[config.mk]
export PLATFORM = sky130hd
export DESIGN_NAME = digit_entry_ctrl
export DESIGN_NICKNAME = d
export VERILOG_FILES = /design/src/rtl/digit_entry_ctrl_pkg.sv /design/src/rtl/digit_entry_ctrl_blink.sv /design/src/rtl/digit_entry_ctrl.sv
export SDC_FILE = /design/constraint.sdc
export NUM_CORES = 1
export LEC_CHECK = 0
export CELL_PAD_IN_SITES_DETAIL_PLACEMENT = 0
export CELL_PAD_IN_SITES_GLOBAL_PLACEMENT = 1
export CORE_MARGIN = 10
export CORE_UTILIZATION = 35
export CTS_CLUSTER_SIZE = 30
export DETAILED_ROUTE_END_ITERATION = 6
export MAX_ROUTING_LAYER = met4
export PLACE_DENSITY_LB_ADDON = 0.1
export REMOVE_ABC_BUFFERS = 1
export SETUP_SLACK_MARGIN = 0.3
export SKIP_LAST_GASP = 1
export SYNTH_ARGS = -nofsm -noshare
export SYNTH_HDL_FRONTEND = slang
export SYNTH_SLANG_ARGS = --single-unit
[constraint.sdc]
create_clock -name clk -period 2.84 [get_ports clk]
set_input_delay 0.71 -clock clk [delete_from_list [all_inputs] [get_ports clk]]
set_output_delay 0.71 -clock clk [all_outputs]
set_load 0.05 [all_outputs]
[src/rtl/digit_entry_ctrl_pkg.sv]
// Shared constants, state encoding and digit helpers for the digit entry controller.
package digit_entry_ctrl_pkg;

    localparam logic [3:0] BLANK_DIGIT = 4'hF;
    localparam int         NUM_SLOTS   = 12;
    localparam int         EDIT_SLOTS  = 6;
    localparam int         EDIT_BASE   = 6;

    // Controller state encoding
    localparam logic [1:0] ST_IDLE   = 2'd0;
    localparam logic [1:0] ST_EDIT   = 2'd1;
    localparam logic [1:0] ST_SUBMIT = 2'd2;

    // Editable digits live in 0..9; anything out of range snaps back into range.
    function automatic logic [3:0] digit_inc(input logic [3:0] d);
        return (d >= 4'd9) ? 4'd0 : d + 4'd1;
    endfunction

    function automatic logic [3:0] digit_dec(input logic [3:0] d);
        return (d == 4'd0 || d > 4'd9) ? 4'd9 : d - 4'd1;
    endfunction

    function automatic logic [2:0] cursor_inc(input logic [2:0] c);
        return (c >= 3'(EDIT_SLOTS - 1)) ? 3'd0 : c + 3'd1;
    endfunction

    function automatic logic [2:0] cursor_dec(input logic [2:0] c);
        return (c == 3'd0 || c > 3'(EDIT_SLOTS - 1)) ? 3'(EDIT_SLOTS - 1) : c - 3'd1;
    endfunction

    // Bottom-row slot EDIT_BASE+c sits at bits [23-4c:20-4c] of the display word.
    function automatic logic [3:0] get_edit_digit(input logic [47:0] w, input logic [2:0] c);
        logic [3:0] d;
        d = 4'h0;
        for (int i = 0; i < EDIT_SLOTS; i++) begin
            if (c == 3'(i)) d = w[23-4*i -: 4];
        end
        return d;
    endfunction

    function automatic logic [47:0] set_edit_digit(input logic [47:0] w, input logic [2:0] c,
                                                   input logic [3:0] d);
        logic [47:0] r;
        r = w;
        for (int i = 0; i < EDIT_SLOTS; i++) begin
            if (c == 3'(i)) r[23-4*i -: 4] = d;
        end
        return r;
    endfunction

endpackage

[src/rtl/digit_entry_ctrl_blink.sv]
// Frame-counted blink phase generator for the edit cursor.
module blink_timer #(
    parameter int unsigned BLINK_FRAMES = 30
) (
    input  logic clk,
    input  logic rst_n,
    input  logic frame_start,
    input  logic enable,
    input  logic restart,
    output logic phase
);

    localparam int unsigned CW = (BLINK_FRAMES > 1) ? $clog2(BLINK_FRAMES) : 1;
    localparam logic [CW-1:0] LAST = CW'(BLINK_FRAMES - 1);

    logic [CW-1:0] count_q;
    logic          phase_q;

    // Count frames while enabled; restart or disable pins the phase visible and the count at 0.
    always_ff @(posedge clk or negedge rst_n) begin
        if (!rst_n) begin
            count_q <= '0;
            phase_q <= 1'b1;
        end else if (!enable || restart) begin
            count_q <= '0;
            phase_q <= 1'b1;
        end else if (frame_start) begin
            if (count_q == LAST) begin
                count_q <= '0;
                phase_q <= ~phase_q;
            end else begin
                count_q <= count_q + 1'b1;
            end
        end
    end

    assign phase = phase_q;

endmodule

[src/rtl/digit_entry_ctrl.sv]
// Owns the 12-digit display word: loads a puzzle, edits the bottom row, submits the entry.
module digit_entry_ctrl
    import digit_entry_ctrl_pkg::*;
#(
    parameter int unsigned BLINK_FRAMES = 30
) (
    input  logic        clk,
    input  logic        rst_n,
    input  logic        frame_start,
    input  logic        btn_left,
    input  logic        btn_right,
    input  logic        btn_up,
    input  logic        btn_down,
    input  logic        btn_confirm,
    input  logic        puzzle_valid,
    input  logic [15:0] puzzle_digits,
    output logic        puzzle_ready,
    output logic [47:0] numbers_concat,
    output logic [2:0]  cursor,
    output logic        blink_on,
    output logic        submit_valid,
    output logic [23:0] submit_digits,
    input  logic        submit_ready
);

    logic [1:0]  state_q, state_d;
    logic [47:0] shadow_q, shadow_d;
    logic [2:0]  cursor_q, cursor_d;
    logic        sub_valid_q, sub_valid_d;
    logic [23:0] sub_digits_q, sub_digits_d;
    logic [47:0] display_q;
    logic [3:0]  cur_digit;
    logic        action;
    logic        phase;

    assign cur_digit = get_edit_digit(shadow_q, cursor_q);

    // Next-state: puzzle load, one prioritised edit action per cycle, submit handshake.
    always_comb begin
        state_d      = state_q;
        shadow_d     = shadow_q;
        cursor_d     = cursor_q;
        sub_valid_d  = sub_valid_q;
        sub_digits_d = sub_digits_q;
        action       = 1'b0;
        case (state_q)
            ST_IDLE: begin
                if (puzzle_valid) begin
                    shadow_d = {puzzle_digits, BLANK_DIGIT, BLANK_DIGIT, 24'h0};
                    cursor_d = 3'd0;
                    state_d  = ST_EDIT;
                end
            end
            ST_EDIT: begin
                if (btn_confirm) begin
                    action       = 1'b1;
                    sub_valid_d  = 1'b1;
                    sub_digits_d = shadow_q[23:0];
                    state_d      = ST_SUBMIT;
                end else if (btn_up) begin
                    action   = 1'b1;
                    shadow_d = set_edit_digit(shadow_q, cursor_q, digit_inc(cur_digit));
                end else if (btn_down) begin
                    action   = 1'b1;
                    shadow_d = set_edit_digit(shadow_q, cursor_q, digit_dec(cur_digit));
                end else if (btn_left) begin
                    action   = 1'b1;
                    cursor_d = cursor_dec(cursor_q);
                end else if (btn_right) begin
                    action   = 1'b1;
                    cursor_d = cursor_inc(cursor_q);
                end
            end
            ST_SUBMIT: begin
                if (submit_ready) begin
                    sub_valid_d = 1'b0;
                    state_d     = ST_IDLE;
                end
            end
            default: state_d = ST_IDLE;
        endcase
    end

    // Controller state registers.
    always_ff @(posedge clk or negedge rst_n) begin
        if (!rst_n) begin
            state_q      <= ST_IDLE;
            shadow_q     <= {NUM_SLOTS{BLANK_DIGIT}};
            cursor_q     <= 3'd0;
            sub_valid_q  <= 1'b0;
            sub_digits_q <= 24'h0;
        end else begin
            state_q      <= state_d;
            shadow_q     <= shadow_d;
            cursor_q     <= cursor_d;
            sub_valid_q  <= sub_valid_d;
            sub_digits_q <= sub_digits_d;
        end
    end

    // Commit the pre-update shadow and phase to the renderer only at frame start.
    always_ff @(posedge clk or negedge rst_n) begin
        if (!rst_n) begin
            display_q <= {NUM_SLOTS{BLANK_DIGIT}};
        end else if (frame_start) begin
            display_q <= phase ? shadow_q : set_edit_digit(shadow_q, cursor_q, BLANK_DIGIT);
        end
    end

    // Confirm also counts as an action so the phase is forced visible on SUBMIT entry.
    blink_timer #(
        .BLINK_FRAMES (BLINK_FRAMES)
    ) u_blink (
        .clk         (clk),
        .rst_n       (rst_n),
        .frame_start (frame_start),
        .enable      (state_q == ST_EDIT),
        .restart     (action),
        .phase       (phase)
    );

    assign puzzle_ready   = (state_q == ST_IDLE);
    assign numbers_concat = display_q;
    assign cursor         = cursor_q;
    assign blink_on       = phase;
    assign submit_valid   = sub_valid_q;
    assign submit_digits  = sub_digits_q;

endmodule

## Word-level counts from Yosys, hierarchy flattened

Index checks and enable logic that the tools add are counted.
Widths: inputs -> output; s select.

- Register bits: 132
- Input port bits: 26
- Output and inout port bits: 78
- Word-level logic and storage cells: 130

- $add $sub $neg: 5
- Magnitude comparators: 4
- Equal/unequal tests: 22
- Multiplexer cells: 60
- Bitwise operators: 2
- Reductions and logical operators: 23

Operators by type and width:

| operator | number |
|---|---|
| $mux 4 | 26 |
| $mux 24 | 4 |
| $pmux 48 s2 | 1 |
| $mux 48 | 1 |
| $reduce_and 5->1 | 6 |
| $mux 3 | 8 |
| $ne 2x2->1 const B | 12 |
| $mux 5 | 3 |
| $mux 1 | 11 |
| $reduce_and 3->1 | 3 |
| $reduce_bool 2->1 | 4 |
| $eq 3x2->1 const B | 2 |
| $eq 3x3->1 const B | 2 |
| $mux 2 | 3 |
| $ne 3x3->1 const B | 2 |
| $pmux 2 s3 | 1 |
| $pmux 3 s2 | 1 |
| $reduce_and 6->1 | 1 |
| $add 5x1->5 const B | 1 |
| $eq 5x5->1 const B | 1 |
| $add 4x1->4 const B | 1 |
| $ge 4x4->1 const B | 1 |
| $gt 4x4->1 const B | 1 |
| $logic_not 4->1 | 1 |
| other kinds (15) | 19 |

## Longest topological paths before layout

Gate-level depths: netlist of run 1.

- Depth in word-level cells: 15
- Mapped depth: 13
- Depth with buffers taken out: 12

## By module

Synthesis of run 1 repeated with hierarchy kept, for this count alone.

- Cells, all modules: 503
- Area, all modules: 5723.0 um2

By module, submodules not included:

| module | instances | cells each | area an instance (um2) | seq. area each (um2) |
|---|---|---|---|---|
| digit_entry_ctrl | 1 | 468 | 5372.7 | 2905.3 |
| blink_timer | 1 | 35 | 350.3 | 151.4 |

## Worst setup path after synthesis of run 1

Ideal clock, no wire load.

- Kind: register to register
- Start point: reg cursor_q[0] (netlist: cursor[0])
- End point: reg shadow_q[13]
- Library setup time: 82 ps
- Data arrival time: 3209 ps
- Data required time: 2758 ps
- Path slack: -451 ps
- Cell stages (with the launch flop): 13
- Path buffers: 1
- Period minus slack after synthesis: 3291 ps
- Cells stage by stage: dfrtp_1 -> inv_1 -> ha_1 -> buf_2 -> nor2b_1 -> a2111oi_0 -> a311oi_2 -> ha_1 -> or2_2 -> a21oi_1 -> a2111o_1 -> a21oi_2 -> mux2_2

- Word-level cells in the longest chain between the ends: 15
- Elaborated cells between the ends (all ways): 28
- Classes of those cells: 2 x add/sub; 2 x order compare; 6 x eq/ne; 14 x mux; 4 x reduce/logical

Ends and longest elaborated chain:

| item | RTL line | source |
|---|---|---|
| from (decl) | digit_entry_ctrl.sv:28 | `logic [2:0] cursor_q, cursor_d;` |
| from (signal assigned) | digit_entry_ctrl.sv:95 | `cursor_q <= cursor_d;` |
| $logic_not 3->1 | digit_entry_ctrl_pkg.sv:36 | `if (c == 3'(i)) d = w[23-4*i -: 4];` |
| $mux 4 (6 in a row) | digit_entry_ctrl_pkg.sv:36 |  |
| $gt 4x4->1 / $logic_not 4->1 (equally long branches) | digit_entry_ctrl_pkg.sv:20 | `return (d == 4'd0 \|\| d > 4'd9) ? 4'd9 : d - 4'd1;` |
| $logic_or 1x1->1 | digit_entry_ctrl_pkg.sv:20 |  |
| $mux 4 | digit_entry_ctrl_pkg.sv:20 |  |
| $mux 4 | digit_entry_ctrl_pkg.sv:46 | `if (c == 3'(i)) r[23-4*i -: 4] = d;` |
| $mux 24 | digit_entry_ctrl.sv:63 | `end else if (btn_down) begin` |
| $mux 24 | digit_entry_ctrl.sv:60 | `end else if (btn_up) begin` |
| $mux 24 | digit_entry_ctrl.sv:55 | `if (btn_confirm) begin` |
| $pmux 48 s2 | digit_entry_ctrl.sv:46 | `case (state_q)` |
| to (signal assigned) | digit_entry_ctrl.sv:88 | `shadow_q <= {NUM_SLOTS{BLANK_DIGIT}};` |
| to (signal assigned) | digit_entry_ctrl.sv:94 | `shadow_q <= shadow_d;` |
| to (decl) | digit_entry_ctrl.sv:27 | `logic [47:0] shadow_q, shadow_d;` |

Several ways; a longest one is shown, not always the timed one. The select of a mux whose other input is x is not followed.
A chain may end at the register's enable or synchronous reset.

## Final worst setup path of run 1

- Start point: reg cursor_q[1] (netlist: cursor[1])
- End point: reg shadow_q[9]

Same word-level chain as after synthesis.

==> results.json, run 1 <==
{
  "result_of_the_run": "finished clean",
  "criticalPathCategory": "flip-flop to flip-flop",
  "n_antenna_cell": 0,
  "detailroute.via_count": 4373,
  "clkSinkCount": 118,
  "final-hold-violation-count": 0,
  "postCtsHoldBufs": 0,
  "floorplan.die.height_um": 146,
  "clk_path_buf_depth": 2,
  "crit_path_cell_trace": "inv_2 -> ha_4 -> nand3b_1 -> a2111oi_4 -> buf_4 -> a311oi_4 -> ha_2 -> buf_6 -> buf_6 -> a2111o_1 -> a21oi_2 -> buf_6 -> mux2_4",
  "seq_cells_post_synth": 118,
  "netlist_area_mm2": 0.00555,
  "drtIter0Drc": 217,
  "r2r_setup_slack_ns": 0.02,
  "fin_ws_ns": 0.0210,
  "report.final.slew_viol_count": 0,
  "placementRows": 45,
  "ys_async_sr_fraction_pct": 100,
  "clk_pin_slew_ns": 0.05,
  "class_of_the_worst_hold_path": "input port to async pin",
  "drt_wl_total_mm": 15.3,
  "crit_path_frequent_cell": "sky130_fd_sc_hd__buf_6",
  "max_freq_ghz": 0.355,
  "input_output_buffers": 103,
  "final_layout_size_suffix_gt1_share_pct": 40.4,
  "die_width_um": 146,
  "totalNegativeSetupSlack_ns": 0,
  "tightest_slew_ns": 0.542,
  "grt_pass1_vias": 4617,
  "instances_no_fill": 902,
  "critical_path_arrival_ns": 3.17,
  "dp_worst_setup_slack_ns": -0.290,
  "tritoncts_buffer_count": 17,
  "slew_headroom_pct": 63.7,
  "drt-vias-per-instance": 4.85,
  "fin_nets": 716,
  "post_synth_inst_count": 520,
  "pwr_density_cell_mw_per_mm2": 1180,
  "detail_route.drc_violations": 0,
  "synthDominantAreaCellType": "sky130_fd_sc_hd__dfstp_2",
  "crit_slowest_cell": "sky130_fd_sc_hd__dfrtp_1",
  "timing.clock.skew_ns": 0.00880,
  "seq_area_frac_synth_pct": 55.1,
  "detailedRoute.firstPassIterationCount": 5,
  "syn-mean-instance-area_um2": 10.7,
  "worst_case_vdd_ir_drop_uv": 538,
  "synth_area_leaders": "sky130_fd_sc_hd__dfstp_2, sky130_fd_sc_hd__dfrtp_1, sky130_fd_sc_hd__mux2_2",
  "cap_viol_max_count": 0,
  "clockRootBuffer": "sky130_fd_sc_hd__clkbuf_16",
  "initial_utilization_pct": 36.1,
  "tritoncts_clock_tree": "done",
  "detail-route-antenna-nets": 0,
  "slowest_delay_ns": 0.43,
  "timing.critical_path.buf_inv": 5,
  "h-tree-depth": 4,
  "netlist.area_leader.share_pct": 39.3,
  "worst_ep_required_time_ns": 3.19,
  "grt_first_pass_wirelength_mm": 25.1,
  "p_leak_uw": 0.00339,
  "crit_fanout": 7,
  "grt_max_degree": 62,
  "yosys_warnings": 0,
  "rsz0062_at_grt": "yes",
  "final.hold.worst_slack_ns": 0.186,
  "detailedPlacementHpwl_mm": 10.8,
  "synth_cell_type_count": 55,
  "insertion_delay_ns": 0.41,
  "grt_util_all_layers_pct": 15.0,
  "die_area_mm2": 0.0213,
  "crit_path_end_kind": "flip-flop",
  "ioPinCount": 104,
  "core_mm2": 0.0154,
  "areaGrowthSynthToFinish_pct": 45.1,
  "timing.critical_path.from_type": "flip-flop",
  "initial_antenna_violation_count": 0,
  "detail_route.wl_per_cell_um": 16.9,
  "final-setup-viol-count": 0,
  "timing.final.crit_share_pct": 99.3,
  "fin_crit_ns": 2.82,
  "synth-main-ff-cell": "sky130_fd_sc_hd__dfstp_2",
  "place.gp.congestion": 0.854,
  "globalRouteOverflowTotal": 0,
  "critical-path-top-delay-family": "compound AO/OA/AOI/OAI gates",
  "synth_edf_count": 0,
  "placedCellCount": 853
}
-- timing repair --
item                                    in CTS  in global routing
endpoints found under the setup margin      36                 25
pin swaps                                   17                  3
gates cloned                                 0                  0
buffers inserted                            17                  1
resized for setup                           69                  8
-- synthesized netlist by cell type (2+ instances only) --
cell and count:
sky130_fd_sc_hd__mux2i_1 6, sky130_fd_sc_hd__nor3_1 3, sky130_fd_sc_hd__buf_4 7, sky130_fd_sc_hd__inv_2 2
sky130_fd_sc_hd__dfrtp_1 35, sky130_fd_sc_hd__nor3b_1 3, sky130_fd_sc_hd__nor2b_1 7, sky130_fd_sc_hd__o22ai_1 2
sky130_fd_sc_hd__buf_1 3, sky130_fd_sc_hd__buf_6 4, sky130_fd_sc_hd__nand3b_1 5, sky130_fd_sc_hd__a31o_2 2
sky130_fd_sc_hd__clkbuf_1 14, sky130_fd_sc_hd__nand4_1 4, sky130_fd_sc_hd__dfstp_2 83, sky130_fd_sc_hd__mux2_2 55
sky130_fd_sc_hd__nand2b_1 5, sky130_fd_sc_hd__a311oi_2 2, sky130_fd_sc_hd__o21ai_0 14, sky130_fd_sc_hd__a2111oi_0 2
sky130_fd_sc_hd__a21oi_2 2, sky130_fd_sc_hd__nand3_1 5, sky130_fd_sc_hd__buf_2 3, sky130_fd_sc_hd__or3_1 2
sky130_fd_sc_hd__and2_1 4, sky130_fd_sc_hd__inv_1 14, sky130_fd_sc_hd__nand2_1 79, sky130_fd_sc_hd__o31ai_1 3
sky130_fd_sc_hd__nor2_1 66, sky130_fd_sc_hd__ha_1 11, sky130_fd_sc_hd__o21ai_1 3, sky130_fd_sc_hd__a21o_1 2
sky130_fd_sc_hd__a21oi_1 46
-- final cells by class --
class                   instances  area [um^2]
clock buffers                  21          440
clock inverters                10          156
fillers                      1369         7320
inverters                      16         62.6
multi-input cells             355         2490
flip-flops and latches        118         3060
well taps                     211          264
repair buffers                171         1580
-- logic make-up after synthesis --
kind of cell	count (synthesis)	synth area share [%]
AO/OA/AOI/OAI	96	11.3
XOR/XNOR	1	0.158
adder cells (fa/ha/maj)	11	2.48
buffers and inverters	47	4.26
flip-flops	118	55.1
multiplexers	61	12.2
AND/OR/NAND/NOR	186	14.5
-- state kept, by name, summed over array words and instances, names as in the netlist --
register         count
numbers_concat      41
shadow_q            41
submit_digits       24
u_blink.count_q      5
cursor               3
state_q              2
submit_valid         1
u_blink.phase        1
-- layout by cell type (no fill, tap or decap), types with 3 or more instances in the layout --
cell type / netlist / layout
sky130_fd_sc_hd__a21oi_2: 2 / 6
sky130_fd_sc_hd__ha_4: 0 / 4
sky130_fd_sc_hd__o31ai_1: 3 / 3
sky130_fd_sc_hd__mux2_4: 0 / 9
sky130_fd_sc_hd__mux2_2: 55 / 46
sky130_fd_sc_hd__ha_2: 0 / 4
sky130_fd_sc_hd__clkinv_2: 0 / 4
sky130_fd_sc_hd__o21ai_2: 0 / 3
sky130_fd_sc_hd__clkdlybuf4s50_1: 0 / 88
sky130_fd_sc_hd__dfstp_2: 83 / 83
sky130_fd_sc_hd__nor2b_1: 7 / 4
sky130_fd_sc_hd__nand2_1: 79 / 79
sky130_fd_sc_hd__nand3_1: 5 / 5
sky130_fd_sc_hd__nor3_1: 3 / 3
sky130_fd_sc_hd__a21oi_1: 46 / 41
sky130_fd_sc_hd__buf_6: 4 / 7
sky130_fd_sc_hd__clkbuf_16: 0 / 17
sky130_fd_sc_hd__inv_1: 14 / 10
sky130_fd_sc_hd__dfrtp_1: 35 / 34
sky130_fd_sc_hd__nand3b_1: 5 / 5
sky130_fd_sc_hd__nor2_1: 66 / 66
sky130_fd_sc_hd__nand4_1: 4 / 4
sky130_fd_sc_hd__clkbuf_1: 14 / 4
sky130_fd_sc_hd__inv_2: 2 / 5
sky130_fd_sc_hd__buf_4: 7 / 59
sky130_fd_sc_hd__o21ai_0: 14 / 12
sky130_fd_sc_hd__nor3b_1: 3 / 3
sky130_fd_sc_hd__mux2i_1: 6 / 6
sky130_fd_sc_hd__ha_1: 11 / 3
sky130_fd_sc_hd__dlygate4sd2_1: 0 / 12
sky130_fd_sc_hd__nor2b_4: 0 / 3
sky130_fd_sc_hd__bufinv_16: 0 / 4
sky130_fd_sc_hd__nand2b_1: 5 / 4
sky130_fd_sc_hd__and2_1: 4 / 4
-- worst reg2reg max path, stage by stage, from the launching register on --
cell,delay [ns]
sky130_fd_sc_hd__dfrtp_1,0.43
sky130_fd_sc_hd__inv_2,0.10
sky130_fd_sc_hd__ha_4,0.20
sky130_fd_sc_hd__nand3b_1,0.22
sky130_fd_sc_hd__a2111oi_4,0.33
sky130_fd_sc_hd__buf_4,0.18
sky130_fd_sc_hd__a311oi_4,0.04
sky130_fd_sc_hd__ha_2,0.24
sky130_fd_sc_hd__buf_6,0.12
sky130_fd_sc_hd__buf_6,0.10
sky130_fd_sc_hd__a2111o_1,0.37
sky130_fd_sc_hd__a21oi_2,0.15
sky130_fd_sc_hd__buf_6,0.15
sky130_fd_sc_hd__mux2_4,0.15
-- worst paths after layout --
kind | cells after the start | from | to
worst min register to register | 2 | shadow_q[43] | shadow_q[43]
worst max-delay path | 13 | cursor[1] | shadow_q[9]
worst min-delay path | 1 | rst_n | submit_digits[12]
worst max register to register | 13 | cursor[1] | shadow_q[9]
max in group asynchronous | 2 | rst_n | numbers_concat[3]
min in group clk | 2 | shadow_q[43] | shadow_q[43]
-- routing by layer --
metal / vias to the layer above / GRT usage, % / wire (um)
met5: - / - / 0
met4: 0 / 4.85 / 274
met3: 22 / 5.40 / 1050
met2: 114 / 23.3 / 7210
met1: 2138 / 17.7 / 6750
li1: 2099 / - / -
-- where the power goes --
part	leakage [uW]	switching [uW]	total (uW)	internal [uW]
Sequential	0.00134	366	2880	2520
Combinational	0.00175	2590	4470	1870
Clock	0.000291	732	2190	1460
Total	0.00339	3690	9540	5850
-- per-stage QoR --
step	instance area, um^2	power (uW)	utilization [%]
2_1_floorplan	5370	5310	-
3_3_place_gp	7060	6880	45.9
3_5_place_dp	7060	6920	45.9
4_1_cts	8000	9540	52.1
5_1_grt	8050	10100	52.4
6_report	8050	9540	52.4
(Power assumes the default switching activity.)
==> inputs of run 2 (changes only) <==
--- a/config.mk
+++ b/config.mk
@@ -12,7 +12,7 @@
 export CTS_CLUSTER_SIZE = 30
 export DETAILED_ROUTE_END_ITERATION = 6
 export MAX_ROUTING_LAYER = met4
-export PLACE_DENSITY_LB_ADDON = 0.1
+export PLACE_DENSITY = 0.8
 export REMOVE_ABC_BUFFERS = 1
 export SETUP_SLACK_MARGIN = 0.3
 export SKIP_LAST_GASP = 1
==> run 2 against run 1 <==
Via count increased by 0.27%; die area unchanged; non-clock buffer count decreased by 5; maximum frequency increased by 3.1%; final cell count fell by 0.44%; wire length is 2.6% higher; clock skew down 0.0031 ns; count of clock-buffer cells in the layout is 1 lower; utilization rose by 0.24 points; largest power group unchanged; highest routed layer unchanged.
==> results.json, run 2 (synthesis gave the netlist of run 1 again) <==
{
  "result_of_the_run": "finished clean",
  "fin_crit_ns": 2.73,
  "clock_power_share_pct": 24.8,
  "floorplan.die.height_um": 146,
  "p_int_uw": 5860,
  "clockRootBuffer": "sky130_fd_sc_hd__clkbuf_16",
  "finalPower_uw": 9600,
  "grt_max_degree": 73,
  "tightest_slew_ns": 0.654,
  "detail_route.drc_violations": 0,
  "rsz0062_at_grt": "yes",
  "max_freq_ghz": 0.366,
  "critical-path-top-delay-family": "compound AO/OA/AOI/OAI gates",
  "fin_nets": 711,
  "placementRows": 45,
  "detailedRoute.firstPassIterationCount": 4,
  "clk_pin_slew_ns": 0.06,
  "grt_pass1_vias": 4849,
  "globalRouteOverflowTotal": 0,
  "design_area_mm2": 0.00809,
  "final-setup-viol-count": 0,
  "power.combinational.fraction_pct": 45.2,
  "fin_ws_ns": 0.106,
  "critical_path_arrival_ns": 3.08,
  "timing.clock.skew_ns": 0.00571,
  "pwr-share-seq_pct": 30.0,
  "drt_wl_total_mm": 15.7,
  "drt-vias-per-instance": 4.88,
  "final_layout_size_suffix_gt1_share_pct": 40.5,
  "regToRegEndpoint": "shadow_q[16]",
  "dp_worst_setup_slack_ns": -0.155,
  "cap_viol_max_count": 0,
  "instances_no_fill": 898,
  "p_leak_uw": 0.00342,
  "class_of_the_worst_hold_path": "input port to async pin",
  "crit_slowest_cell": "sky130_fd_sc_hd__dfrtp_1",
  "power.net_switching_uw": 3730,
  "worst_case_vdd_ir_drop_uv": 577,
  "tritoncts_clock_tree": "done",
  "ioPinCount": 104,
  "postCtsHoldBufs": 0,
  "timing.critical_path.from_type": "flip-flop",
  "pwr_density_cell_mw_per_mm2": 1190,
  "criticalPathCategory": "flip-flop to flip-flop",
  "worst_ep_required_time_ns": 3.18,
  "detailedPlacementHpwl_mm": 11.2,
  "die_area_mm2": 0.0213,
  "drtIter0Drc": 261,
  "detailed_place.area_mm2": 0.00710,
  "report.final.slew_viol_count": 0,
  "crit_path_cell_trace": "buf_6 -> ha_2 -> ha_4 -> buf_4 -> a311oi_4 -> ha_2 -> or2_4 -> a21oi_4 -> a221oi_2 -> nor2_1 -> buf_4 -> mux2_4",
  "crit-reg2reg-launch": "cursor[1]",
  "crit_path_end_kind": "flip-flop",
  "crit_fanout": 6,
  "slowest_delay_ns": 0.40,
  "input_output_buffers": 103,
  "r2r_cells": 12,
  "grt_first_pass_wirelength_mm": 26.1,
  "clkSinkCount": 118,
  "detail_route.wl_per_cell_um": 17.5,
  "timing.final.crit_share_pct": 96.3,
  "gr-usage-met2_pct": 23.5,
  "most-common-layout-cells": "sky130_fd_sc_hd__clkdlybuf4s50_1, sky130_fd_sc_hd__dfstp_2, sky130_fd_sc_hd__nand2_1",
  "clk_path_buf_depth": 2,
  "final.hold.worst_slack_ns": 0.146,
  "groute.layer.met3.usage_pct": 6.43,
  "initial_utilization_pct": 36.1,
  "timing.critical_path.buf_inv": 3,
  "tritoncts_buffer_count": 17,
  "h-tree-depth": 4,
  "swShare_pct": 38.9,
  "place.gp.congestion": 0.849,
  "insertion_delay_ns": 0.42,
  "areaGrowthSynthToFinish_pct": 45.8,
  "r2r_setup_slack_ns": 0.11,
  "core_mm2": 0.0154,
  "final-hold-violation-count": 0,
  "die_width_um": 146,
  "detailroute.via_count": 4385,
  "layout_commonest_cell": "sky130_fd_sc_hd__clkdlybuf4s50_1",
  "n_antenna_cell": 0,
  "grt_util_all_layers_pct": 15.6,
  "met1_usage_pct": 18.5,
  "initial_antenna_violation_count": 0,
  "slew_headroom_pct": 56.4,
  "detail-route-antenna-nets": 0,
  "grt_busiest_layer": "met2",
  "placedCellCount": 860
}
[run 2: repair_timing]
item | CTS | global route
setup endpoints to repair | 36 | 28
buffers inserted | 3 | 3
pin swaps | 7 | 2
gates resized for setup | 68 | 14
[run 2: final cells by class]
cell class | instances | area (um^2)
fill | 1385 | 7280
sequential | 118 | 3060
multi-input combinational | 355 | 2530
timing repair buffer | 166 | 1530
clock buffer | 20 | 447
tap | 211 | 264
clock inverter | 12 | 199
inverter | 16 | 62.6
[run 2: metal layers]
metal  share of wire [%]  vias up
li1                    -     2095
met1                  45     2141
met2                  46      125
met3                 7.1       24
met4                 2.0        0
met5                   0        -
[run 2: worst register-to-register path, cell delays in order, from the launching register on]
cell and delay (ns):
sky130_fd_sc_hd__dfrtp_1 0.40, sky130_fd_sc_hd__buf_6 0.14, sky130_fd_sc_hd__ha_2 0.18, sky130_fd_sc_hd__ha_4 0.18, sky130_fd_sc_hd__buf_4 0.14, sky130_fd_sc_hd__a311oi_4 0.36
sky130_fd_sc_hd__ha_2 0.28, sky130_fd_sc_hd__or2_4 0.15, sky130_fd_sc_hd__a21oi_4 0.05, sky130_fd_sc_hd__a221oi_2 0.28, sky130_fd_sc_hd__nor2_1 0.06, sky130_fd_sc_hd__buf_4 0.17
sky130_fd_sc_hd__mux2_4 0.27
[run 2: worst max path at each step]
| stage | from | depth (start not counted) | slack, ns | end |
|---|---|---|---|---|
| 2_1_floorplan | cursor[0] | 10 | -0.55 | shadow_q[13] |
| 3_3_place_gp | cursor[1] | 13 | -0.13 | shadow_q[1] |
| 3_5_place_dp | cursor[1] | 13 | -0.15 | shadow_q[13] |
| 4_1_cts | cursor[0] | 13 | 0.12 | shadow_q[16] |
| 5_1_grt | cursor[0] | 14 | -0.003 | shadow_q[12] |
| 6_report | cursor[1] | 12 | 0.11 | shadow_q[16] |
[run 2: per-stage QoR]
step	util [%]	setup TNS [ns]
after floorplan	-	-11.72
after global placement	46.2	-1.41
final	52.6	0
after global routing	52.6	-0.00391
after CTS	52.0	0
after detailed placement	46.2	-2.41
[run 2: power groups by stage]
stage	Combinational [uW]	Sequential, uW	Clock [uW]
finish	4340	2880	2380
floorplan	1320	3990	0
global placement	4000	2860	0
global route	4640	2970	2510
detailed placement	4020	2890	0
CTS	4300	2890	2430
==> inputs of run 3 (changes only) <==
--- a/config.mk
+++ b/config.mk
@@ -5,6 +5,7 @@
 export SDC_FILE = /design/constraint.sdc
 export NUM_CORES = 1
 export LEC_CHECK = 0
+export ABC_AREA = 1
 export CELL_PAD_IN_SITES_DETAIL_PLACEMENT = 0
 export CELL_PAD_IN_SITES_GLOBAL_PLACEMENT = 1
 export CORE_MARGIN = 10
@@ -12,10 +13,11 @@
 export CTS_CLUSTER_SIZE = 30
 export DETAILED_ROUTE_END_ITERATION = 6
 export MAX_ROUTING_LAYER = met4
-export PLACE_DENSITY = 0.8
+export PLACE_DENSITY = 0.83
 export REMOVE_ABC_BUFFERS = 1
 export SETUP_SLACK_MARGIN = 0.3
 export SKIP_LAST_GASP = 1
 export SYNTH_ARGS = -nofsm -noshare
 export SYNTH_HDL_FRONTEND = slang
 export SYNTH_SLANG_ARGS = --single-unit
+export TNS_END_PERCENT = 20
==> run 3 against run 2 <==
First-iteration DRC count increased by 35%; final cell count increased by 5.9%; count of clock-buffer cells in the layout increased by 8; sequential share of layout area increased by 2.5 points; maximum frequency increased by 6.0%; global-route usage decreased by 0.41 points; register-to-register slack improved by 0.23 ns; sequential power about the same; critical path depth decreased by 10; area after synthesis decreased by 2.6%; clock power decreased by 16%; critical endpoint is now cursor[2]; highest routed layer unchanged.
==> results.json, run 3 <==
{
  "worst_hold_path.num_cells": 2,
  "drt_wl_total_mm": 15.4,
  "rsz0062_at_grt": "yes",
  "grt_util_all_layers_pct": 15.2,
  "critical_path_arrival_ns": 1.87,
  "layout_commonest_cell": "sky130_fd_sc_hd__nand2_1",
  "seq_area_frac_synth_pct": 56.6,
  "r2r_cells": 16,
  "slew_headroom_pct": 59.7,
  "synth_mux_area_share_pct": 0,
  "placementRows": 45,
  "die_width_um": 144,
  "n_fill_cell": 1402,
  "detailedPlacementHpwl_mm": 11.0,
  "synth_cell_type_count": 30,
  "floorplan.die.height_um": 144,
  "tightest_slew_ns": 0.604,
  "areaGrowthSynthToFinish_pct": 40.5,
  "drtIter0Drc": 353,
  "post_synth_inst_count": 619,
  "synth-main-ff-cell": "sky130_fd_sc_hd__dfstp_2",
  "final-setup-viol-count": 0,
  "synthDominantAreaCellType": "sky130_fd_sc_hd__dfstp_2",
  "fin_ws_ns": 0.261,
  "h-tree-depth": 4,
  "input_output_buffers": 103,
  "largest_family_of_logic_cells_by_synthesized_area": "simple AND/OR/NAND/NOR gates",
  "tritoncts_clock_tree": "done",
  "dp_worst_setup_slack_ns": 0.0814,
  "grt_first_pass_wirelength_mm": 24.0,
  "timing.critical_path.from_type": "flip-flop",
  "p_leak_uw": 0.00333,
  "pwr_density_cell_mw_per_mm2": 1270,
  "final_layout_size_suffix_gt1_share_pct": 25.0,
  "die_area_mm2": 0.0208,
  "place.gp.congestion": 0.918,
  "worst_ep_required_time_ns": 2.13,
  "synth_compound_area_share_pct": 11.6,
  "n_antenna_cell": 0,
  "globalRouteOverflowTotal": 0,
  "netlist.area_leader.share_pct": 40.4,
  "grt_pass1_vias": 4568,
  "clockRootBuffer": "sky130_fd_sc_hd__clkbuf_16",
  "result_of_the_run": "finished clean",
  "ioPinCount": 104,
  "design_area_mm2": 0.00759,
  "clkSinkCount": 118,
  "report.final.slew_viol_count": 0,
  "criticalPathCategory": "flip-flop to output port",
  "worst_case_vdd_ir_drop_uv": 676,
  "grt_max_degree": 89,
  "crit_path_end_kind": "output port",
  "synth_commonest_cells": "sky130_fd_sc_hd__nand2_1, sky130_fd_sc_hd__dfstp_2, sky130_fd_sc_hd__inv_1, sky130_fd_sc_hd__o21ai_0, sky130_fd_sc_hd__nor2_1",
  "core_mm2": 0.0151,
  "synth_area_leaders": "sky130_fd_sc_hd__dfstp_2, sky130_fd_sc_hd__dfrtp_1, sky130_fd_sc_hd__nand2_1",
  "syn-mean-instance-area_um2": 8.73,
  "finish.utilization_pct": 50.1,
  "final-hold-violation-count": 0,
  "detail-route-antenna-nets": 0,
  "initial_antenna_violation_count": 0,
  "seq_cells_post_synth": 118,
  "insertion_delay_ns": 0.41,
  "tritoncts_buffer_count": 17,
  "postCtsHoldBufs": 0,
  "fin_crit_ns": 2.58,
  "timing.clock.skew_ns": 0.00624,
  "clk_pin_slew_ns": 0.05,
  "yosys.area_share.adder_pct": 2.55,
  "fin_nets": 788,
  "yosys_warnings": 0,
  "detailed_place.area_mm2": 0.00669,
  "synth_simple_gate_area_share_pct": 21.6,
  "ys_async_sr_fraction_pct": 100,
  "drt-vias-per-instance": 4.97,
  "most-common-layout-cells": "sky130_fd_sc_hd__nand2_1, sky130_fd_sc_hd__clkdlybuf4s50_1, sky130_fd_sc_hd__dfstp_2",
  "synthXorXnorAreaFrac_pct": 0.486,
  "clk_path_buf_depth": 2,
  "detail_route.wl_per_cell_um": 16.2,
  "detailedRoute.firstPassIterationCount": 5,
  "max_freq_ghz": 0.388,
  "synth_edf_count": 0,
  "detailroute.via_count": 4724,
  "netlist_area_mm2": 0.00540,
  "synth_most_common_cell": "sky130_fd_sc_hd__nand2_1",
  "detail_route.drc_violations": 0,
  "class_of_the_worst_hold_path": "flip-flop to flip-flop",
  "timing.final.crit_share_pct": 90.8,
  "crit_fanout": 7,
  "initial_utilization_pct": 35.7,
  "cap_viol_max_count": 0
}
==> run 3: cell count changes after synthesis, moves of 18 or more <==
cell | before | now
sky130_fd_sc_hd__nor2_1 | 66 | 38
sky130_fd_sc_hd__a21oi_1 | 46 | 14
sky130_fd_sc_hd__inv_1 | 14 | 59
sky130_fd_sc_hd__nand2_1 | 79 | 192
sky130_fd_sc_hd__a31oi_1 | 1 | 24
sky130_fd_sc_hd__o21ai_0 | 14 | 59
sky130_fd_sc_hd__mux2_2 | 55 | 0
sky130_fd_sc_hd__nand3_1 | 5 | 23
==> run 3: kinds of logic (layout without fill, tap and decap cells) <==
| group | after synthesis | count (layout) |
|---|---|---|
| AND/OR/NAND/NOR | 281 | 282 |
| XOR/XNOR | 3 | 3 |
| flip-flops | 118 | 118 |
| adder cells (fa/ha/maj) | 11 | 11 |
| buffers and inverters | 91 | 234 |
| AO/OA/AOI/OAI | 115 | 115 |
==> run 3: area by class of cell <==
| class | count | area [um^2] | area share, % |
|---|---|---|---|
| clock inverter | 3 | 42.5 | 0.560 |
| multi-input combinational | 411 | 2140 | 28.2 |
| clock buffer | 28 | 517 | 6.81 |
| tap | 188 | 235 | 3.10 |
| inverter | 66 | 260 | 3.43 |
| timing repair buffer | 137 | 1340 | 17.7 |
| sequential | 118 | 3060 | 40.3 |
==> run 3: worst paths after layout <==
path | startpoint | endpoint | slack [ns]
max reg2reg | cursor[1] | shadow_q[1] | 0.34
min | numbers_concat[38] | numbers_concat[38] | 0.46
min reg2reg | numbers_concat[38] | numbers_concat[38] | 0.46
min in group asynchronous | rst_n | numbers_concat[47] | 0.52
max | cursor[2] | cursor[2] | 0.26
max in group asynchronous | rst_n | shadow_q[15] | 1.78
==> run 3: layer usage <==
| metal | track usage [%] | routed length, um | up-vias |
|---|---|---|---|
| met5 | - | 0 | - |
| met4 | 5.53 | 251 | 0 |
| met3 | 3.67 | 802 | 17 |
| met2 | 23.9 | 7790 | 133 |
| met1 | 18.6 | 6540 | 2307 |
| li1 | - | - | 2267 |
==> run 3: critical path, cell delays in order, from the launching register on <==
cell and delay (ns):
sky130_fd_sc_hd__dfrtp_1 0.41, sky130_fd_sc_hd__buf_4 0.22, sky130_fd_sc_hd__clkdlybuf4s50_1 0.82
==> run 3: where the power goes <==
part | internal (uW) | switching [uW]
combinational | 1610 | 3100
sequential | 2540 | 357
clock | 1310 | 695
==> run 3: timing repair <==
action	4_1_cts	5_1_grt
cloned	0	2
pin swaps	3	8
buffers inserted	3	12
gates resized for setup	17	37
setup endpoints to repair	34	33
==> run 3: through the flow <==
stage          setup TNS, ns  cells  hold slack (ns)  total power, uW
4_1_cts                    0    937            0.463             9250
5_1_grt                    0    951            0.475            10200
3_3_place_gp               0    903            0.451             7070
2_1_floorplan         -0.237    594            0.414             5550
3_5_place_dp               0    903            0.455             7120
6_report                   0    951            0.462             9610
